--- config.mk ---
export PLATFORM = sky130hd
export DESIGN_NAME = spawn_pos_sched
export DESIGN_NICKNAME = d
export VERILOG_FILES = /design/src/rtl/spawn_pos_sched.sv
export SDC_FILE = /design/constraint.sdc
export NUM_CORES = 1
export LEC_CHECK = 0
export ABC_CLOCK_PERIOD_IN_PS = 1800
export BUFFER_PORTS_ARGS = -buffer_cell sky130_fd_sc_hd__buf_2
export CAP_MARGIN = 5
export CORE_ASPECT_RATIO = 1.5
export CORE_UTILIZATION = 50
export CTS_CLUSTER_SIZE = 8
export DETAILED_ROUTE_END_ITERATION = 10
export HOLD_SLACK_MARGIN = 0.1
export PLACE_DENSITY = 0.83
export RECOVER_POWER = 50
export SYNTH_ARGS = -nofsm -noshare
export SYNTH_HDL_FRONTEND = slang
export SYNTH_SLANG_ARGS = --single-unit
--- constraint.sdc ---
create_clock -name clk -period 1.8 [get_ports clk]
set_clock_uncertainty 0.05 [all_clocks]
set_input_delay 0.45 -clock clk [delete_from_list [all_inputs] [get_ports clk]]
set_output_delay 0.45 -clock clk [all_outputs]
set_load 0.01 [all_outputs]
--- src/rtl/spawn_pos_sched.sv ---
// Random spawn-position scheduler: two LFSRs sampled by rejection into the visible
// area, round-robin arbitration between two requesters, bounded retries with fallback.
module spawn_pos_sched #(
    parameter int unsigned X_MAX     = 640,
    parameter int unsigned Y_MAX     = 480,
    parameter int unsigned MAX_TRIES = 8,
    parameter logic [9:0]  SEED_X    = 10'h2A5,
    parameter logic [8:0]  SEED_Y    = 9'h1C3
) (
    input  logic       clk,
    input  logic       clr,
    input  logic       seed_ld,
    input  logic [9:0] seed_x,
    input  logic [8:0] seed_y,
    input  logic [1:0] req,
    output logic [1:0] gnt,
    output logic       pos_valid,
    output logic [9:0] pos_x,
    output logic [8:0] pos_y,
    output logic       fallback,
    output logic       busy
);

    localparam int unsigned TW = $clog2(MAX_TRIES + 1);
    localparam logic [TW-1:0] LAST_TRY = TW'(MAX_TRIES - 1);
    localparam logic [10:0] XLIM = 11'(X_MAX);
    localparam logic [9:0]  YLIM = 10'(Y_MAX);

    typedef enum logic [1:0] {IDLE, SAMPLE, OUT} state_t;

    state_t        state_q, state_d;
    logic          grantee_q, grantee_d;
    logic          last_q, last_d;
    logic [TW-1:0] tries_q, tries_d;
    logic [9:0]    x_q, x_d;
    logic [8:0]    y_q, y_d;
    logic [9:0]    pos_x_q, pos_x_d;
    logic [8:0]    pos_y_q, pos_y_d;
    logic          fb_q, fb_d;
    logic          x_ok, y_ok;

    assign x_ok = {1'b0, x_q} < XLIM;
    assign y_ok = {1'b0, y_q} < YLIM;

    always_comb begin
        if (seed_ld) begin
            x_d = (seed_x == '0) ? 10'd1 : seed_x;
            y_d = (seed_y == '0) ? 9'd1 : seed_y;
        end else begin
            x_d = {x_q[3] ^ x_q[0], x_q[9:1]};
            y_d = {y_q[4] ^ y_q[0], y_q[8:1]};
        end
    end

    always_ff @(posedge clk) begin
        if (clr) begin
            state_q   <= IDLE;
            grantee_q <= 1'b0;
            last_q    <= 1'b1;
            tries_q   <= '0;
            x_q       <= SEED_X;
            y_q       <= SEED_Y;
            pos_x_q   <= '0;
            pos_y_q   <= '0;
            fb_q      <= 1'b0;
        end else begin
            state_q   <= state_d;
            grantee_q <= grantee_d;
            last_q    <= last_d;
            tries_q   <= tries_d;
            x_q       <= x_d;
            y_q       <= y_d;
            pos_x_q   <= pos_x_d;
            pos_y_q   <= pos_y_d;
            fb_q      <= fb_d;
        end
    end

    always_comb begin
        state_d   = state_q;
        grantee_d = grantee_q;
        last_d    = last_q;
        tries_d   = tries_q;
        pos_x_d   = pos_x_q;
        pos_y_d   = pos_y_q;
        fb_d      = fb_q;
        case (state_q)
            IDLE: begin
                if (req != 2'b00) begin
                    // On a tie the requester not served last wins.
                    grantee_d = (req == 2'b11) ? ~last_q : req[1];
                    tries_d   = '0;
                    state_d   = SAMPLE;
                end
            end
            SAMPLE: begin
                if (!req[grantee_q]) begin
                    state_d = IDLE;
                end else if (x_ok && y_ok) begin
                    pos_x_d = x_q;
                    pos_y_d = y_q;
                    fb_d    = 1'b0;
                    state_d = OUT;
                end else if (tries_q == LAST_TRY) begin
                    // Single subtraction suffices: bounds cover at least half the LFSR range.
                    pos_x_d = x_ok ? x_q : x_q - XLIM[9:0];
                    pos_y_d = y_ok ? y_q : y_q - YLIM[8:0];
                    fb_d    = 1'b1;
                    state_d = OUT;
                end else begin
                    tries_d = tries_q + 1'b1;
                end
            end
            OUT: begin
                last_d  = grantee_q;
                state_d = IDLE;
            end
            default: state_d = IDLE;
        endcase
    end

    always_comb begin
        pos_valid = (state_q == OUT);
        gnt       = '0;
        if (state_q == OUT) begin
            gnt = grantee_q ? 2'b10 : 2'b01;
        end
        fallback  = (state_q == OUT) && fb_q;
        busy      = (state_q != IDLE);
        pos_x     = pos_x_q;
        pos_y     = pos_y_q;
    end

endmodule

==> results of run 1 <==
-- layout make-up --
class	count	area share, %
clock buffer	5	2.81
multi-input combinational	163	41.5
sequential	47	38.5
timing repair buffer	57	12.1
clock inverter	3	1.89
tap	45	2.30
inverter	6	0.921
-- per-layer routing --
metal	global-route usage (%)	vias to the layer above	share of wire, %
li1	-	928	-
met1	28.6	881	42
met2	39.0	71	51
met3	5.11	7	4.8
met4	8.97	0	1.4
met5	0	-	0
-- state kept, by name, summed over array words and instances, names as in the netlist --
name / count
fb_q: 1
grantee_q: 1
last_q: 1
pos_x: 10
pos_y: 9
state_q: 2
tries_q: 4
x_q: 10
y_q: 9
-- power groups by stage --
stage	Sequential (mW)	Combinational (mW)	Clock, mW
4_1_cts	1.13	0.305	0.791
3_5_place_dp	1.16	0.302	0
2_1_floorplan	1.15	0.213	0
5_1_grt	1.14	0.358	0.830
3_3_place_gp	1.15	0.297	0
6_report	1.14	0.321	0.776
-- synth_stat cells (all sizes together), types with 2 or more instances --
cell type   n
nand4       3
ha          3
nand2b      2
buf         8
a311oi      4
clkbuf      5
a211oi      4
o211ai      3
nand3      17
nor2       17
a211o       2
mux2i      15
xnor2       3
and2        3
inv         6
a21oi      22
nor4        3
o21ai      24
nor3        3
dfxtp      47
nand2      21
or4         2
-- cells by family after synthesis --
group	share of synthesized area, %
AO/OA/AOI/OAI	19.5
XOR/XNOR	1.28
adder cells (fa/ha/maj)	1.82
buffers and inverters	5.40
flip-flops	45.7
multiplexers	8.01
AND/OR/NAND/NOR	18.3
-- metrics by stage --
stage | TNS (ns) | cells | power (mW)
after CTS | 0 | 323 | 2.23
after floorplan | 0 | 229 | 1.36
after detailed placement | 0 | 315 | 1.46
final | 0 | 326 | 2.23
after global routing | -0.0143 | 326 | 2.33
after global placement | 0 | 315 | 1.45
-- worst max path at each step --
stage	startpoint	endpoint	slack, ns	depth (start not counted)
final	state_q[0]	gnt[1]	0.11	4
after floorplan	y_q[5]	pos_x[8]	0.24	7
after global routing	tries_q[1]	pos_y[1]	-0.01	6
after global placement	y_q[5]	pos_x[7]	0.11	5
after detailed placement	y_q[5]	pos_y[6]	0.03	5
after CTS	y_q[5]	pos_y[6]	0.002	5
-- critical path, delay by kind of cell (launching register included) --
family | cells | cell delay [ns]
flops | 1 | 0.36
buf+inv | 2 | 0.19
simple gates | 2 | 0.34
-- what timing repair did --
item	in CTS	in global routing
hold buffers	0	0
setup buffers	0	3
gates resized for setup	0	2
setup endpoints to repair	0	21
==> flow_summary_export.csv, run 1 <==
group,metric,value,unit
cts,numCtsBuffers,5,
layout,syn_to_final_growth,18.6,%
cts,cts.sinks,47,
floorplan,start_util,52.1,%
layout,regArea,941,um^2
layout,final_util,61.8,%
timing,setup_viol,0,
floorplan,rows,28,
route,routedWlPerCell,14.5,um
min_path,hold_end,"x_q[5]",
layout,fin_nets,307,
setup_path,timing.rr.end,"pos_y[8]",
timing,max_freq,0.590,GHz
cts,clk_latency,0.30,ns
yosys,synth_cells,229,
power,switchingPower,589,uW
yosys,synth_edf_count,0,
placement,finalWeightedCongestion,0.762,
floorplan,die_w,54.4,um
route,vias,1887,
layout,layout_commonest_cell,"dfxtp_1",
global_routing,antenna_found_initial,0,
min_path,hp-class,"in2reg",
global_routing,grt_pass1_wl,7500,um
power,seqPwrFrac,50.8,%
cts,cts_root_buf,"clkbuf_8",
setup_path,critPathRequiredTime,1.30,ns
global_routing,grt_pass1_vias,1701,
setup_path,slowest_delay,0.36,ns
timing,max_slew_margin,36.3,%
run,cap_viol_max_count,0,
yosys,syn_area_per_cell,9.00,um^2
timing,fin_ws,0.105,ns
placement,post_dp_cell_area,2320,um^2
power,cellPowerDensity,913,nW/um^2
route,ant_nets,0,
setup_path,crit_chain,"nand2b_1 -> inv_1 -> and2_2 -> buf_2",
yosys,async_flop_share,0,%
power,switching_share,26.4,%
placement,portBuffers,47,
layout,num_antenna_cells,0,
power,p_leak,1.02,nW
layout,fillers,370,
timing,fin_crit,1.69,ns
route,viasPerCell,5.79,
yosys,seq_area_frac_synth,45.7,%
layout,layout_common_cells,"47 x dfxtp_1, 31 x buf_2, 23 x o21ai_0",
yosys,yosys-top-cells-area,"dfxtp_1 46%, mux2i_1 7.3%, o21ai_0 5.6%",
global_routing,grt_util_all_layers,23.6,%
min_path,hold_depth,3,
yosys,synth.top_cell.area_share,45.7,%
timing,slew_violations,0,
layout,final_layout_size_suffix_gt1_share,20.3,%
setup_path,r2r_cells,6,
global_routing,grt.overflow.total,0,
timing,hold_slack,0.339,ns
placement,preCtsSetupSlack,0.0283,ns
setup_path,reg2reg_from,"tries_q[0]",
timing,hold_viol,0,
power,internal-power,1.64,mW
timing,post-route-period-util,94.2,%
global_routing,grt_max_degree,31,
placement,hpwlAfterDp,3480,um
yosys,synthFlopType,"dfxtp_1",
floorplan,die-height,80.6,um
setup_path,endpoint_kind,"output pin",
power,pwr-share-comb,14.4,%
layout,multi_input_area,1010,um^2
setup_path,criticalPathCategory,"reg2out",
route,firstDrtPassIters,4,
min_path,worstHoldStart,"seed_x[5]",
setup_path,crit_arrival,1.19,ns
route,drc,0,
yosys,synth_top_area_cell,"dfxtp_1",
setup_path,r2r_slack,0.11,ns
layout,finalInstanceArea,2440,um^2
cts,clockBufferDepth,2,
yosys,ys_types,41,
yosys,yosysWarnings,0,
timing,worst_slew_pin_slew,0.955,ns
cts,clk_pin_slew,0.09,ns
status,status,"finished clean",
floorplan,io_pins,48,
yosys,syn_area,2060,um^2
route,routed_wl,4720,um
floorplan,core_area,3960,um^2
yosys,ys_seq_elements,47,
setup_path,worst-path-max-fanout,3,
power,ir_drop,0.791,mV
setup_path,slowest_stage,"dfxtp_1",
power,clkPwrFrac,34.8,%
route,drtIter0Drc,79,
yosys,syn-num-nets,256,
setup_path,start_kind,"flop",
floorplan,die-area,4390,um^2
cts,cts_tree,"done",
cts,cts_htree_levels,2,
No activity file was read; power rests on OpenSTA's default activity.
==> run 2, diff against run 1 <==
--- a/config.mk
+++ b/config.mk
@@ -13,7 +13,8 @@
 export CTS_CLUSTER_SIZE = 8
 export DETAILED_ROUTE_END_ITERATION = 10
 export HOLD_SLACK_MARGIN = 0.1
-export PLACE_DENSITY = 0.83
+export MAX_ROUTING_LAYER = met4
+export PLACE_DENSITY = 0.75
 export RECOVER_POWER = 50
 export SYNTH_ARGS = -nofsm -noshare
 export SYNTH_HDL_FRONTEND = slang
==> run 2 against run 1 <==
Effect of this change: clock-buffer cell count did not move; critical endpoint is now pos_x[9]; die area unchanged; total power grew 0.98%; combinational power barely moved.
==> flow_summary_export.csv, run 2 (synthesis gave the netlist of run 1 again) <==
group,metric,value,unit
setup_path,r2r_cells,6,
placement,finalWeightedCongestion,0.828,
timing,max_slew_margin,24.5,%
cts,cts_tree,"done",
setup_path,criticalPathCategory,"reg2reg",
timing,fin_crit,1.70,ns
timing,fin_ws,0.0973,ns
route,routedWlPerCell,14.7,um
timing,max_freq,0.587,GHz
layout,syn_to_final_growth,19.1,%
route,firstDrtPassIters,4,
timing,worst_slew_pin_slew,1.13,ns
timing,hold_slack,0.326,ns
layout,final_util,62.0,%
floorplan,die-area,4390,um^2
route,drtIter0Drc,65,
setup_path,critPathRequiredTime,1.99,ns
global_routing,grt_max_degree,22,
floorplan,start_util,52.1,%
floorplan,die_w,54.4,um
route,ant_nets,0,
cts,clockBufferDepth,2,
power,cellPowerDensity,919,nW/um^2
min_path,hp-class,"in2reg",
timing,slew_violations,0,
setup_path,slowest_delay,0.47,ns
layout,layout_commonest_cell,"dfxtp_1",
timing,tns,0,ns
global_routing,grt_pass1_wl,7490,um
run,cap_viol_max_count,0,
setup_path,critPathLaunch,"tries_q[0]",
global_routing,antenna_found_initial,0,
setup_path,crit_arrival,1.89,ns
layout,instances_no_fill,325,
global_routing,grt.overflow.total,0,
layout,num_antenna_cells,0,
layout,finalInstanceArea,2450,um^2
setup_path,endpoint_kind,"flop",
cts,numCtsBuffers,5,
floorplan,rows,28,
route,drc,0,
cts,cts_htree_levels,2,
floorplan,io_pins,48,
placement,portBuffers,47,
cts,cts_root_buf,"clkbuf_8",
status,status,"finished clean",
setup_path,worst-path-max-fanout,4,
min_path,hold_depth,3,
setup_path,slowest_stage,"or4_1",
layout,layout_common_cells,"47 x dfxtp_1, 33 x buf_2, 23 x o21ai_0",
route,routed_wl,4790,um
timing,post-route-period-util,94.6,%
floorplan,die-height,80.6,um
route,vias,1866,
placement,hpwlAfterDp,3480,um
cts,cts.sinks,47,
min_path,worstHoldStart,"seed_x[2]",
placement,placedCellCount,315,
power,power.total,2.25,mW
placement,post_dp_cell_area,2320,um^2
setup_path,crit_chain,"ha_1 -> and3b_2 -> a21oi_4 -> buf_4 -> or4_1 -> o21ai_0",
cts,clk_latency,0.31,ns
route,viasPerCell,5.74,
floorplan,core_area,3960,um^2
placement,preCtsSetupSlack,0.0308,ns
power,ir_drop,0.885,mV
setup_path,r2r_slack,0.1,ns
cts,clk_pin_slew,0.10,ns
layout,fin_nets,306,
power,p_leak,1.03,nW
global_routing,grt_pass1_vias,1666,
global_routing,grt_util_all_layers,24.4,%
timing,setup_viol,0,
layout,final_layout_size_suffix_gt1_share,21.8,%
timing,hold_viol,0,
setup_path,start_kind,"flop",
setup_path,reg2reg_from,"tries_q[0]",
-- run 2: changes by cell type in the layout (fill, tap and decap cells not counted), sizes merged --
cell      delta
clkbuf       -3
buf          +2
clkinv       +1
clkinvlp     -1
-- run 2: worst paths after layout --
check / endpoint
setup reg to reg: pos_x[9]
hold reg to reg: pos_x[8]
setup / recovery: pos_x[9]
hold / removal: x_q[2]
-- run 2: report_power, final --
group	switching, mW	total, mW	internal, mW
registers	0.0458	1.14	1.09
clock network	0.375	0.795	0.421
logic	0.185	0.324	0.139
total	0.605	2.25	1.65
-- run 2: metal layers --
| metal | up-vias | global-route usage, % | share of wire, % |
|---|---|---|---|
| met1 | 880 | 29.0 | 43 |
| met3 | 7 | 5.87 | 4.6 |
| met4 | 0 | 10.0 | 1.6 |
| met2 | 53 | 38.3 | 50 |
| li1 | 926 | - | - |
| met5 | - | - | 0 |
-- run 2: cell type report --
type                    count  area, um^2
clock buffers               5        68.8
clock inverters             3        47.5
fillers                   368        1510
inverters                   6        22.5
multi-input cells         163        1020
flip-flops and latches     47         941
well taps                  45        56.3
repair buffers             56         294
-- run 2: critical path: cells and delay by family, from the launching register on --
family	cells	cell delay [ns]
AND/OR/NAND/NOR	2	0.71
AO/OA/AOI/OAI	2	0.15
adder cells (fa/ha/maj)	1	0.19
flip-flops	1	0.39
buffers and inverters	1	0.15
-- run 2: timing repair --
action	4_1_cts	5_1_grt
setup buffers	0	2
hold buffers	0	0
endpoints found under the setup margin	0	17
resized for setup	0	4
==> run 3, diff against run 2 <==
--- a/config.mk
+++ b/config.mk
@@ -6,15 +6,15 @@
 export NUM_CORES = 1
 export LEC_CHECK = 0
 export ABC_CLOCK_PERIOD_IN_PS = 1800
-export BUFFER_PORTS_ARGS = -buffer_cell sky130_fd_sc_hd__buf_2
 export CAP_MARGIN = 5
 export CORE_ASPECT_RATIO = 1.5
 export CORE_UTILIZATION = 50
 export CTS_CLUSTER_SIZE = 8
 export DETAILED_ROUTE_END_ITERATION = 10
+export DONT_BUFFER_PORTS = 1
 export HOLD_SLACK_MARGIN = 0.1
 export MAX_ROUTING_LAYER = met4
-export PLACE_DENSITY = 0.75
+export PLACE_DENSITY = 0.77
 export RECOVER_POWER = 50
 export SYNTH_ARGS = -nofsm -noshare
 export SYNTH_HDL_FRONTEND = slang
==> run 3 against run 2 <==
Effect of this change: sequential share of layout area up 4.1 points; die area did not move; global-route usage fell by 1.7 points; sequential power hardly changed; non-clock buffer count decreased by 50; fmax grew 0.89%; flip-flop and latch count did not move; largest cell class unchanged.
==> flow_summary_export.csv, run 3 (synthesis gave the netlist of run 1 again) <==
group,metric,value,unit
status,status,"finished clean",
placement,placedCellCount,263,
timing,max_slew_margin,63.3,%
power,cellPowerDensity,982,nW/um^2
global_routing,grt.busiest_layer,"met2",
cts,cts_root_buf,"clkbuf_8",
timing,fin_crit,1.69,ns
setup_path,worst-path-max-fanout,4,
global_routing,grtUsageMet2,35.9,%
setup_path,r2r_slack,0.11,ns
layout,num_antenna_cells,0,
placement,finalWeightedCongestion,0.799,
cts,cts.sinks,47,
cts,cts_tree,"done",
route,routed_wl,4550,um
timing,max_freq,0.593,GHz
global_routing,grt_max_degree,38,
layout,finalInstanceArea,2220,um^2
route,viasPerCell,6.14,
timing,grt_setup_unrepaired,"no",
min_path,hold_end,"pos_x[5]",
power,internal-power,1.65,mW
route,routedWlPerCell,16.5,um
min_path,hp-class,"in2reg",
floorplan,core_area,3960,um^2
timing,post-route-period-util,93.8,%
timing,slew_violations,0,
route,drc,0,
min_path,hold_depth,1,
setup_path,endpoint_kind,"flop",
setup_path,criticalPathCategory,"reg2reg",
run,cap_viol_max_count,0,
route,firstDrtPassIters,4,
cts,hold_buffers,0,
cts,clk_pin_slew,0.08,ns
timing,setup_viol,0,
layout,fin_nets,257,
layout,final_util,56.1,%
min_path,worstHoldStart,"clr",
global_routing,grt.overflow.total,0,
floorplan,die-area,4390,um^2
placement,post_dp_cell_area,2060,um^2
floorplan,rows,28,
power,p_leak,0.860,nW
power,clkPwrFrac,36.0,%
global_routing,grt_pass1_vias,1528,
floorplan,die_w,54.4,um
layout,syn_to_final_growth,7.71,%
timing,hold_viol,0,
setup_path,r2r_cells,5,
setup_path,start_kind,"flop",
layout,final_layout_size_suffix_gt1_share,11.3,%
cts,cts_htree_levels,2,
timing,worst_slew_pin_slew,0.545,ns
floorplan,start_util,52.1,%
global_routing,grt_use_met1,26.5,%
setup_path,crit_arrival,1.86,ns
global_routing,grt_util_all_layers,22.7,%
layout,layout_commonest_cell,"dfxtp_1",
cts,clockBufferDepth,2,
route,ant_nets,0,
setup_path,timing.rr.end,"pos_y[8]",
setup_path,reg2reg_from,"tries_q[0]",
floorplan,die-height,80.6,um
power,ir_drop,0.687,mV
global_routing,antenna_found_initial,0,
layout,layout_common_cells,"46 x dfxtp_1, 23 x o21ai_0, 21 x a21oi_1",
placement,hpwlAfterDp,3160,um
power,seqPwrFrac,52.4,%
global_routing,grt_use_met3,6.25,%
placement,portBuffers,0,
power,switching_share,24.3,%
cts,clk_latency,0.29,ns
cts,numCtsBuffers,5,
power,switchingPower,529,uW
timing,tns,0,ns
layout,instances_no_fill,276,
floorplan,io_pins,48,
setup_path,critPathRequiredTime,1.98,ns
global_routing,grt_pass1_wl,6980,um
route,drtIter0Drc,46,
power,pwr-share-comb,11.6,%
route,vias,1696,
[run 3: timing repair]
item / CTS / global route
pin swaps: 1 / 1
endpoints found under the setup margin: 1 / 19
buffers inserted: 4 / 0
gates resized for setup: 0 / 3
cloned: 0 / 1
[run 3: stage by stage]
step                      hold WS (ns)  setup slack, ns  total power [mW]
after CTS                        0.155           0.0971              2.19
after global routing             0.151           0.0208              2.27
after floorplan                  0.385            0.238              1.36
after detailed placement         0.402           0.0260              1.39
final                            0.168            0.112              2.18
after global placement           0.400            0.106              1.39
[run 3: critical path: stages, from the launching register on]
cell and delay (ns):
dfxtp_1 0.39, ha_1 0.18, and3b_1 0.31, a21oi_2 0.10
or4_1 0.50, o21ai_0 0.09
[run 3: per-layer routing]
| layer | vias to the layer above | share of wire, % |
|---|---|---|
| met5 | - | 0 |
| met4 | 0 | 3.6 |
| li1 | 828 | - |
| met1 | 792 | 41 |
| met2 | 63 | 48 |
| met3 | 13 | 6.8 |
[run 3: power by group through the flow]
| stage | registers (mW) | logic, mW | clock network, mW |
|---|---|---|---|
| final | 1.14 | 0.254 | 0.784 |
| after global routing | 1.15 | 0.279 | 0.844 |
| after CTS | 1.14 | 0.243 | 0.804 |
| after detailed placement | 1.16 | 0.226 | 0 |
| after global placement | 1.16 | 0.224 | 0 |
| after floorplan | 1.15 | 0.213 | 0 |
[run 3: worst max path at each step]
| stage | start | endpoint | cells past startpoint |
|---|---|---|---|
| 6_report | tries_q[0] | pos_y[8] | 5 |
| 5_1_grt | tries_q[0] | pos_y[8] | 5 |
| 4_1_cts | y_q[5] | pos_x[2] | 6 |
| 3_5_place_dp | y_q[5] | pos_x[7] | 5 |
| 3_3_place_gp | y_q[5] | pos_x[7] | 5 |
| 2_1_floorplan | y_q[5] | pos_x[8] | 7 |
[run 3: area by class of cell]
type | instances | area, um^2
clock inverters | 2 | 35.0
flip-flops and latches | 47 | 942
inverters | 6 | 22.5
clock buffers | 6 | 82.6
repair buffers | 6 | 57.6
well taps | 45 | 56.3
fillers | 378 | 1740
multi-input cells | 164 | 1020
